--- src/rtl/riscv_pkg.sv ---
// Shared definitions for the fetch controller and the immediate generator.
// Holds the base-ISA opcode encodings both blocks decode, the fetch FSM
// state type, the trap cause codes and the reset value of the instruction
// register. No ports.
package riscv_pkg;

  localparam logic [6:0] OPC_LOAD   = 7'b0000011;
  localparam logic [6:0] OPC_OPIMM  = 7'b0010011;
  localparam logic [6:0] OPC_STORE  = 7'b0100011;
  localparam logic [6:0] OPC_BRANCH = 7'b1100011;
  localparam logic [6:0] OPC_JAL    = 7'b1101111;
  localparam logic [6:0] OPC_JALR   = 7'b1100111;

  typedef enum logic [1:0] {
    ST_FETCH_REQ = 2'd0,
    ST_WAIT_RSP  = 2'd1,
    ST_EXEC      = 2'd2,
    ST_HALT      = 2'd3
  } fetch_state_t;

  typedef logic [1:0] trap_cause_t;
  localparam trap_cause_t TRAP_NONE       = 2'b00;
  localparam trap_cause_t TRAP_MISALIGNED = 2'b01;
  localparam trap_cause_t TRAP_TIMEOUT    = 2'b10;

  // addi x0, x0, 0
  localparam logic [31:0] NOP_INSTR = 32'h0000_0013;

endpackage

--- src/rtl/next_pc_sel.sv ---
// Next program-counter selection for the instruction held in the
// instruction register.
// Ports:
//   opcode     in  7   instr[6:0]
//   pc         in  32  address of the current instruction
//   imm        in  32  sign-extended immediate of the current instruction
//   rs1_data   in  32  JALR base register value
//   br_taken   in  1   branch comparator result
//   next_pc    out 32  selected target (32-bit modulo arithmetic)
//   misaligned out 1   target is not word-aligned (bit 1 set)
module next_pc_sel
  import riscv_pkg::*;
(
  input  logic [6:0]  opcode,
  input  logic [31:0] pc,
  input  logic [31:0] imm,
  input  logic [31:0] rs1_data,
  input  logic        br_taken,
  output logic [31:0] next_pc,
  output logic        misaligned
);

  always_comb begin
    next_pc = pc + 32'd4;
    case (opcode)
      OPC_BRANCH: if (br_taken) next_pc = pc + imm;
      OPC_JAL:    next_pc = pc + imm;
      // JALR drops bit 0 of the sum, so only bit 1 can make it misaligned.
      OPC_JALR:   next_pc = (rs1_data + imm) & ~32'h1;
      default:    ;
    endcase
  end

  // Bit 0 is not checked: only a halfword-offset target is a fetch trap.
  assign misaligned = next_pc[1];

endmodule

--- src/rtl/pc_fetch_ctrl.sv ---
// Instruction fetch and PC update sequencer. Fetches one word per
// instruction, holds it in the instruction register while decode and
// execute act on it, then retires it (commit) and moves the PC, or
// halts with a sticky trap on a misaligned target or fetch timeout.
// Ports:
//   clk, rst             clock, asynchronous active-high reset
//   imem_req/addr        fetch request and address (addr == pc)
//   imem_gnt             request accepted
//   imem_rvalid/rdata    returned instruction word
//   instr                instruction register
//   imm, rs1_data        immediate and JALR base for instr
//   br_taken             branch outcome for instr
//   stall                execute busy, holds EXEC
//   pc, pc_plus4         current PC and link value
//   commit               one-cycle retire strobe
//   trap, trap_cause     sticky trap flag and its cause
//
// state        | meaning
// ST_FETCH_REQ | request at pc, waiting for grant
// ST_WAIT_RSP  | granted, waiting for read data (timed)
// ST_EXEC      | instr stable; retire when stall drops
// ST_HALT      | trapped; frozen until reset
module pc_fetch_ctrl
  import riscv_pkg::*;
#(
  parameter logic [31:0] RESET_PC   = 32'h0000_0000,
  parameter int unsigned WAIT_LIMIT = 16
) (
  input  logic        clk,
  input  logic        rst,
  output logic        imem_req,
  output logic [31:0] imem_addr,
  input  logic        imem_gnt,
  input  logic        imem_rvalid,
  input  logic [31:0] imem_rdata,
  output logic [31:0] instr,
  input  logic [31:0] imm,
  input  logic [31:0] rs1_data,
  input  logic        br_taken,
  input  logic        stall,
  output logic [31:0] pc,
  output logic [31:0] pc_plus4,
  output logic        commit,
  output logic        trap,
  output logic [1:0]  trap_cause
);

  fetch_state_t state_q, state_d;
  logic [31:0]  pc_q, pc_d;
  logic [31:0]  instr_q, instr_d;
  logic [31:0]  wait_cnt_q, wait_cnt_d;
  logic         trap_q, trap_d;
  trap_cause_t  cause_q, cause_d;
  // Keeps the request low until the first clock after reset release.
  logic         run_q;

  logic [31:0]  next_pc;
  logic         misaligned;

  next_pc_sel u_next_pc_sel (
    .opcode     (instr_q[6:0]),
    .pc         (pc_q),
    .imm        (imm),
    .rs1_data   (rs1_data),
    .br_taken   (br_taken),
    .next_pc    (next_pc),
    .misaligned (misaligned)
  );

  always_ff @(posedge clk or posedge rst) begin
    if (rst) begin
      state_q    <= ST_FETCH_REQ;
      pc_q       <= RESET_PC;
      instr_q    <= NOP_INSTR;
      wait_cnt_q <= '0;
      trap_q     <= 1'b0;
      cause_q    <= TRAP_NONE;
      run_q      <= 1'b0;
    end else begin
      state_q    <= state_d;
      pc_q       <= pc_d;
      instr_q    <= instr_d;
      wait_cnt_q <= wait_cnt_d;
      trap_q     <= trap_d;
      cause_q    <= cause_d;
      run_q      <= 1'b1;
    end
  end

  always_comb begin
    state_d    = state_q;
    pc_d       = pc_q;
    instr_d    = instr_q;
    wait_cnt_d = wait_cnt_q;
    trap_d     = trap_q;
    cause_d    = cause_q;
    imem_req   = 1'b0;
    commit     = 1'b0;

    case (state_q)
      ST_FETCH_REQ: begin
        if (run_q) begin
          imem_req = 1'b1;
          if (imem_gnt) begin
            wait_cnt_d = '0;
            if (imem_rvalid) begin
              instr_d = imem_rdata;
              state_d = ST_EXEC;
            end else begin
              state_d = ST_WAIT_RSP;
            end
          end
        end
      end

      ST_WAIT_RSP: begin
        wait_cnt_d = wait_cnt_q + 32'd1;
        // rvalid is tested first so data on the limit cycle still wins.
        if (imem_rvalid) begin
          instr_d = imem_rdata;
          state_d = ST_EXEC;
        end else if ((WAIT_LIMIT != 0) && (wait_cnt_d == WAIT_LIMIT)) begin
          state_d = ST_HALT;
          trap_d  = 1'b1;
          cause_d = TRAP_TIMEOUT;
        end
      end

      ST_EXEC: begin
        if (!stall) begin
          if (misaligned) begin
            state_d = ST_HALT;
            trap_d  = 1'b1;
            cause_d = TRAP_MISALIGNED;
          end else begin
            commit  = 1'b1;
            pc_d    = next_pc;
            state_d = ST_FETCH_REQ;
          end
        end
      end

      ST_HALT: ;

      default: state_d = ST_HALT;
    endcase
  end

  assign imem_addr  = pc_q;
  assign pc         = pc_q;
  assign pc_plus4   = pc_q + 32'd4;
  assign instr      = instr_q;
  assign trap       = trap_q;
  assign trap_cause = cause_q;

endmodule

--- config.mk ---
export PLATFORM = sky130hd
export DESIGN_NAME = pc_fetch_ctrl
export DESIGN_NICKNAME = d
export VERILOG_FILES = /design/src/rtl/riscv_pkg.sv /design/src/rtl/next_pc_sel.sv /design/src/rtl/pc_fetch_ctrl.sv
export SDC_FILE = /design/constraint.sdc
export NUM_CORES = 1
export LEC_CHECK = 0
export ABC_AREA = 1
export BUFFER_PORTS_ARGS = -buffer_cell sky130_fd_sc_hd__buf_2
export CAP_MARGIN = 40
export CORE_ASPECT_RATIO = 1.1
export CORE_MARGIN = 4
export CORE_UTILIZATION = 50
export DETAILED_ROUTE_END_ITERATION = 10
export GPL_TIMING_DRIVEN = 0
export PLACE_DENSITY = 0.75
export SLEW_MARGIN = 25
export SYNTH_ARGS = -nofsm -noshare
export SYNTH_HDL_FRONTEND = slang
export SYNTH_SLANG_ARGS = --single-unit
--- constraint.sdc ---
create_clock -name clk -period 7.8 [get_ports clk]
set_input_delay 0.78 -clock clk [delete_from_list [all_inputs] [get_ports clk]]
set_output_delay 0.78 -clock clk [all_outputs]
set_load 0.02 [all_outputs]
Word level (Yosys, flattened, before mapping) --
Cells that the tools add are included.
Cells by class: add/subtract/negate cells 4, equality and inequality tests 13, mux-type cells 32, bitwise gates (word level) 2, reductions and logical operators 8
Operators by type and width (number):
- $mux 32 | 6
- $pmux 32 s2 | 2
- $pmux 32 s3 | 1
- $add 32x32->32 | 2
- $add 32x1->32 const B | 1
- $add 32x3->32 const B | 1
- $eq 32x5->1 const B | 1
- $mux 2 | 11
- $eq 7x7->1 const B | 3
- $ne 2x2->1 const B | 6
- $reduce_and 5->1 | 2
- $mux 1 | 9
- $pmux 2 s3 | 1
- $reduce_and 3->1 | 2
- $pmux 2 s2 | 1
- $reduce_bool 2->1 | 2
- $ne 3x3->1 const B | 1
- $reduce_bool 3->1 | 1
- $eq 2x1->1 const B | 1
- $eq 2x2->1 const B | 1
- $logic_not 2->1 | 1
- $not 1->1 | 2
- $pmux 1 s2 | 1
Word-level totals: register bits 101, input bits 102, output and inout bits 133, logic and storage cells 66

Longest topological paths before layout --
depth after elaboration 6, depth in mapped cells 17, depth with buffers taken out 17

Cells and area by module --
Synthesis repeated with hierarchy kept, for this count alone.
Second synthesis, totals: cells, all modules 1876, area total of the unflattened synthesis 11576.1 um2
Modules (own cells, without submodules):
- pc_fetch_ctrl | times used 1, cells each 735, area an instance 5916.9 um2, sequential area each 2556.2 um2
- next_pc_sel | times used 1, cells each 1141, area an instance 5659.2 um2, sequential area each 0.0 um2

Least setup slack after synthesis --
Ideal clock, no wire load.
path type input port to output port, from in imm[0], to out commit, arrival 2023 ps, required time 7020 ps, setup slack 4997 ps, stages on the path 7, path buffers 1, cell sequence nand2_1 inv_1 fa_1 nand2_1 nand2_1 nor3_2 buf_2
Between the ends: longest elaborated chain between the ends 6, elaborated cells between the ends (all ways) 7, classes of those cells add/sub (2); mux (5)
RTL lines:
- start: declaration | line pc_fetch_ctrl.sv:37 | input logic [31:0] imm,
- $add 32x32->32 | line next_pc_sel.sv:26, next_pc_sel.sv:27
- $mux 32 | line next_pc_sel.sv:26 | OPC_BRANCH: if (br_taken) next_pc = pc + imm;
- $pmux 32 s3 * | line next_pc_sel.sv:25 | case (opcode)
- $mux 1 * | line pc_fetch_ctrl.sv:131 | if (misaligned) begin
- $mux 1 * | line pc_fetch_ctrl.sv:130 | if (!stall) begin
- $mux 1 * | line pc_fetch_ctrl.sv:100 | case (state_q)
- end: declaration | line pc_fetch_ctrl.sv:43 | output logic commit,
Every way passes the cells marked *; elsewhere a longest branch is shown, timed or not.

Final worst setup path --
from reg instr_q[4], in the netlist instr[4], to out commit
Between the ends: longest elaborated chain between the ends 5, elaborated cells between the ends (all ways) 7, classes of those cells eq/ne (3); mux (4)
RTL lines:
- start: declaration | line pc_fetch_ctrl.sv:50 | logic [31:0] instr_q, instr_d;
- start signal: assignment | line pc_fetch_ctrl.sv:82 | instr_q <= instr_d;
- $eq 7x7->1 | line next_pc_sel.sv:25
- $pmux 32 s3 * | line next_pc_sel.sv:25
- $mux 1 * | line pc_fetch_ctrl.sv:131
- $mux 1 * | line pc_fetch_ctrl.sv:130
- $mux 1 * | line pc_fetch_ctrl.sv:100
Marked as above.

==> summary.txt <==
Run status
  • Status: finished clean

Job
  • Max Cap Viol: 0

Global routing
  • Pin count of the biggest net entering global routing: 55
  • Initial antenna violation count: 0
  • Global Route Usage Sum: 32.1%
  • Vias in the first global route: 11,600
  • First-pass GRT wire length: 60,200 um
  • Grt ovf: 0

Clocking
  • Clock Tree Root: clkbuf_16
  • Worst-path clk slew: 0.08 ns
  • Num Clock Sinks: 101
  • Skew-Pair Late Insertion Delay: 0.35 ns
  • Post-CTS Resized: 0
  • CTS max path bufs: 2
  • Htree depth: 3
  • Hold Buf Count CTS: 0
  • Total CTS buffers: 9
  • CTS tree: built
  • Postcts setup bufs: 0

Synth
  • Top-count cell post-synth: nand2_1
  • Mapped cell area: 10,400 um2
  • Mux cell area share after synthesis: 2.92%
  • Warnings, synthesis: 0
  • Synth Instances: 1,654
  • Average cell area after synthesis: 6.29 um2
  • Largest family of logic cells by synthesized area: simple AND/OR/NAND/NOR gates
  • Area contributors post-synth: dfrtp_1 (24%), nand2_1 (17%), ha_1 (8.2%)
  • Sequential share of the synthesized area: 24.3%
  • Main synth FF type: dfrtp_1
  • Flops & latches, synth: 101
  • Commonest cells in the netlist: nand2_1 (459), inv_1 (196), nor2_1 (187), nand3_1 (142), o21ai_0 (110)
  • Leading area contributor after synthesis: dfrtp_1
  • Area share of the largest cell type after synthesis: 23.6%
  • Compound-cell area share of the yosys netlist: 13.1%
  • Cell variety after synth: 44
  • Adder-cell area share of the yosys netlist: 8.38%
  • FFs w/ async S/R, synth: 100%
  • Post-synth EDFFs: 0
  • Xor/xnor share of the synthesized area: 2.86%
  • Post-Synth Simple-Gate Area: 37.5%

Floorplanning
  • Chip Width: 145 um
  • Die span in y: 159 um
  • Die ar.: 23,200 um2
  • Initial Util: 50.7%
  • Site row count: 55
  • Total core area: 20,500 um2
  • Boundary pin count: 235

Cells and area
  • Area of the multi-input gates: 6740 um2
  • Final Non-Filler Cells: 2,161
  • Ant. Diodes: 0
  • Fill cell count: 2,050
  • Final #Nets: 2,071
  • Ratio of cells with drive above 1 in the final layout: 19.6%
  • Register area: 2530 um2
  • P&R area growth vs syn: 17.6%

Worst setup path
  • Worst-path maximum fanout: 10
  • WP data required: 7.02 ns
  • Startpoint Class: flip-flop
  • Worst reg2reg endpoint: imem_addr[2]
  • R2R setup slack: 4.87 ns
  • RR Startpoint: instr[4]
  • Crit Path Class: flip-flop to output pin
  • CP Data Arrival Time: 2.99 ns
  • Crit path capture type: output pin
  • Reg2Reg Depth: 12

Route
  • DRT Pass-1 Iters: 5
  • DRT iter0 DRCs: 895
  • Via count: 12,000
  • Routed wire length: 38,700 um
  • DRC violation count after routing: 0
  • Via density: 5.57
  • Final ANT Viol Nets: 0
  • DR WL/cell: 17.9 um

Timing
  • Fin. Hold Viols: 0
  • Max Slew Vio Count: 0
  • Clk_skew: 0.00736 ns
  • Slew Limit Headroom: 48.6%
  • Setup TNS: 0 ns
  • Slew @ Worst Pin: 0.762 ns
  • Period utilization: 48.3%
  • FMAX: 265 MHz
  • Setup violators final: 0
  • RSZ-0062 raised after global routing: false
  • Period minus WS final: 3.77 ns

Place
  • Inst Count DP: 2,144
  • Final RePlAce weighted congestion: 1.01
  • IO buf count: 231
  • HPWL after DPL: 32,500 um

Pwr
  • Maximum VDD drop: 0.000212 V
  • Pwr/cell area: 318 nW/um2
  • Static Leak: 6.15 nW

Worst hold path
  • Hold WC Path Type: input port to asynchronous set/reset pin
-- report_power, final --
group          internal [mW]  switching [mW]
clock                  0.236           0.225
combinational          0.830            1.56
sequential             0.740           0.290
-- state kept, by name (all words and copies together), names as in the netlist --
register / cells
trap_cause: 2
imem_addr: 31
state_q: 2
instr: 32
trap: 1
run_q: 1
wait_cnt_q: 32
-- kinds of logic (layout without fill, tap and decap cells) --
group | Yosys count | count (layout)
flops | 101 | 101
compound gates | 256 | 256
xor+xnor | 34 | 34
fa+ha+maj | 69 | 69
other cells | 2 | 4
simple gates | 902 | 902
mux | 27 | 27
buf+inv | 263 | 512
-- metal layers --
| layer | wire, um | GRT usage, % | vias to the layer above |
|---|---|---|---|
| li1 | - | - | 5891 |
| met4 | 1470 | 12.0 | 0 |
| met2 | 19000 | 57.9 | 496 |
| met1 | 15500 | 38.5 | 5549 |
| met5 | 0 | 0 | - |
| met3 | 2710 | 5.04 | 91 |
-- cells in the final DEF (no fill, tap or decap), drive strengths merged, types with 2 or more instances in the layout --
cell type / instances
a21boi: 5
a21o: 5
a21oi: 104
a221oi: 2
a31oi: 3
and2: 2
buf: 280
clkbuf: 24
clkinv: 2
conb: 4
dfrtp: 98
dfstp: 3
ha: 68
inv: 205
mux2: 27
nand2: 467
nand3: 145
nand3b: 15
nand4: 22
nor2: 200
nor3: 31
nor4: 6
o21ai: 117
o21bai: 7
o22ai: 9
or2: 14
xnor2: 8
xor2: 26
-- area by class of cell --
type                            count  area share (%)
Inverter                          202            6.24
Timing Repair Buffer              233            9.72
Clock inverter                      6           0.542
Multi-Input combinational cell   1292            55.1
Buffer                             61            3.06
Clock buffer                       10            1.95
Sequential cell                   101            20.7
Tap cell                          256            2.62
-- how the worst max path moves through the flow --
stage,startpoint,endpoint,cells past startpoint
finish,instr[4],commit,10
global route,instr[4],commit,10
CTS,instr[4],commit,10
detailed placement,imm[0],commit,9
global placement,rst,wait_cnt_q[27],2
floorplan,rst,imem_addr[0],1
-- worst max-delay path: stages (launching register included) --
cell     delay [ns]
dfstp_2        0.54
inv_1          0.05
nand3_1        0.08
inv_2          0.05
nand4_2        0.25
inv_2          0.20
nand2_1        0.27
nand2_1        0.14
nor3_2         0.45
buf_2          0.38
buf_2          0.22
-- metrics by stage --
stage | utilization (%) | total power [mW] | setup WS (ns) | hold WS, ns | instance area, um2
final | 59.6 | 3.88 | 4.03 | 0.445 | 12200
after global routing | 59.6 | 4.17 | 3.83 | 0.471 | 12200
after CTS | 59.6 | 3.86 | 4.00 | 0.462 | 12200
after detailed placement | 58.1 | 3.39 | 4.08 | 0.450 | 11900
after global placement | 57.9 | 3.34 | 3.12 | 0.448 | 11900
after floorplan | - | 2.61 | 4.38 | 0.490 | 10400
Note: power is estimated with default switching activity, not from simulation.
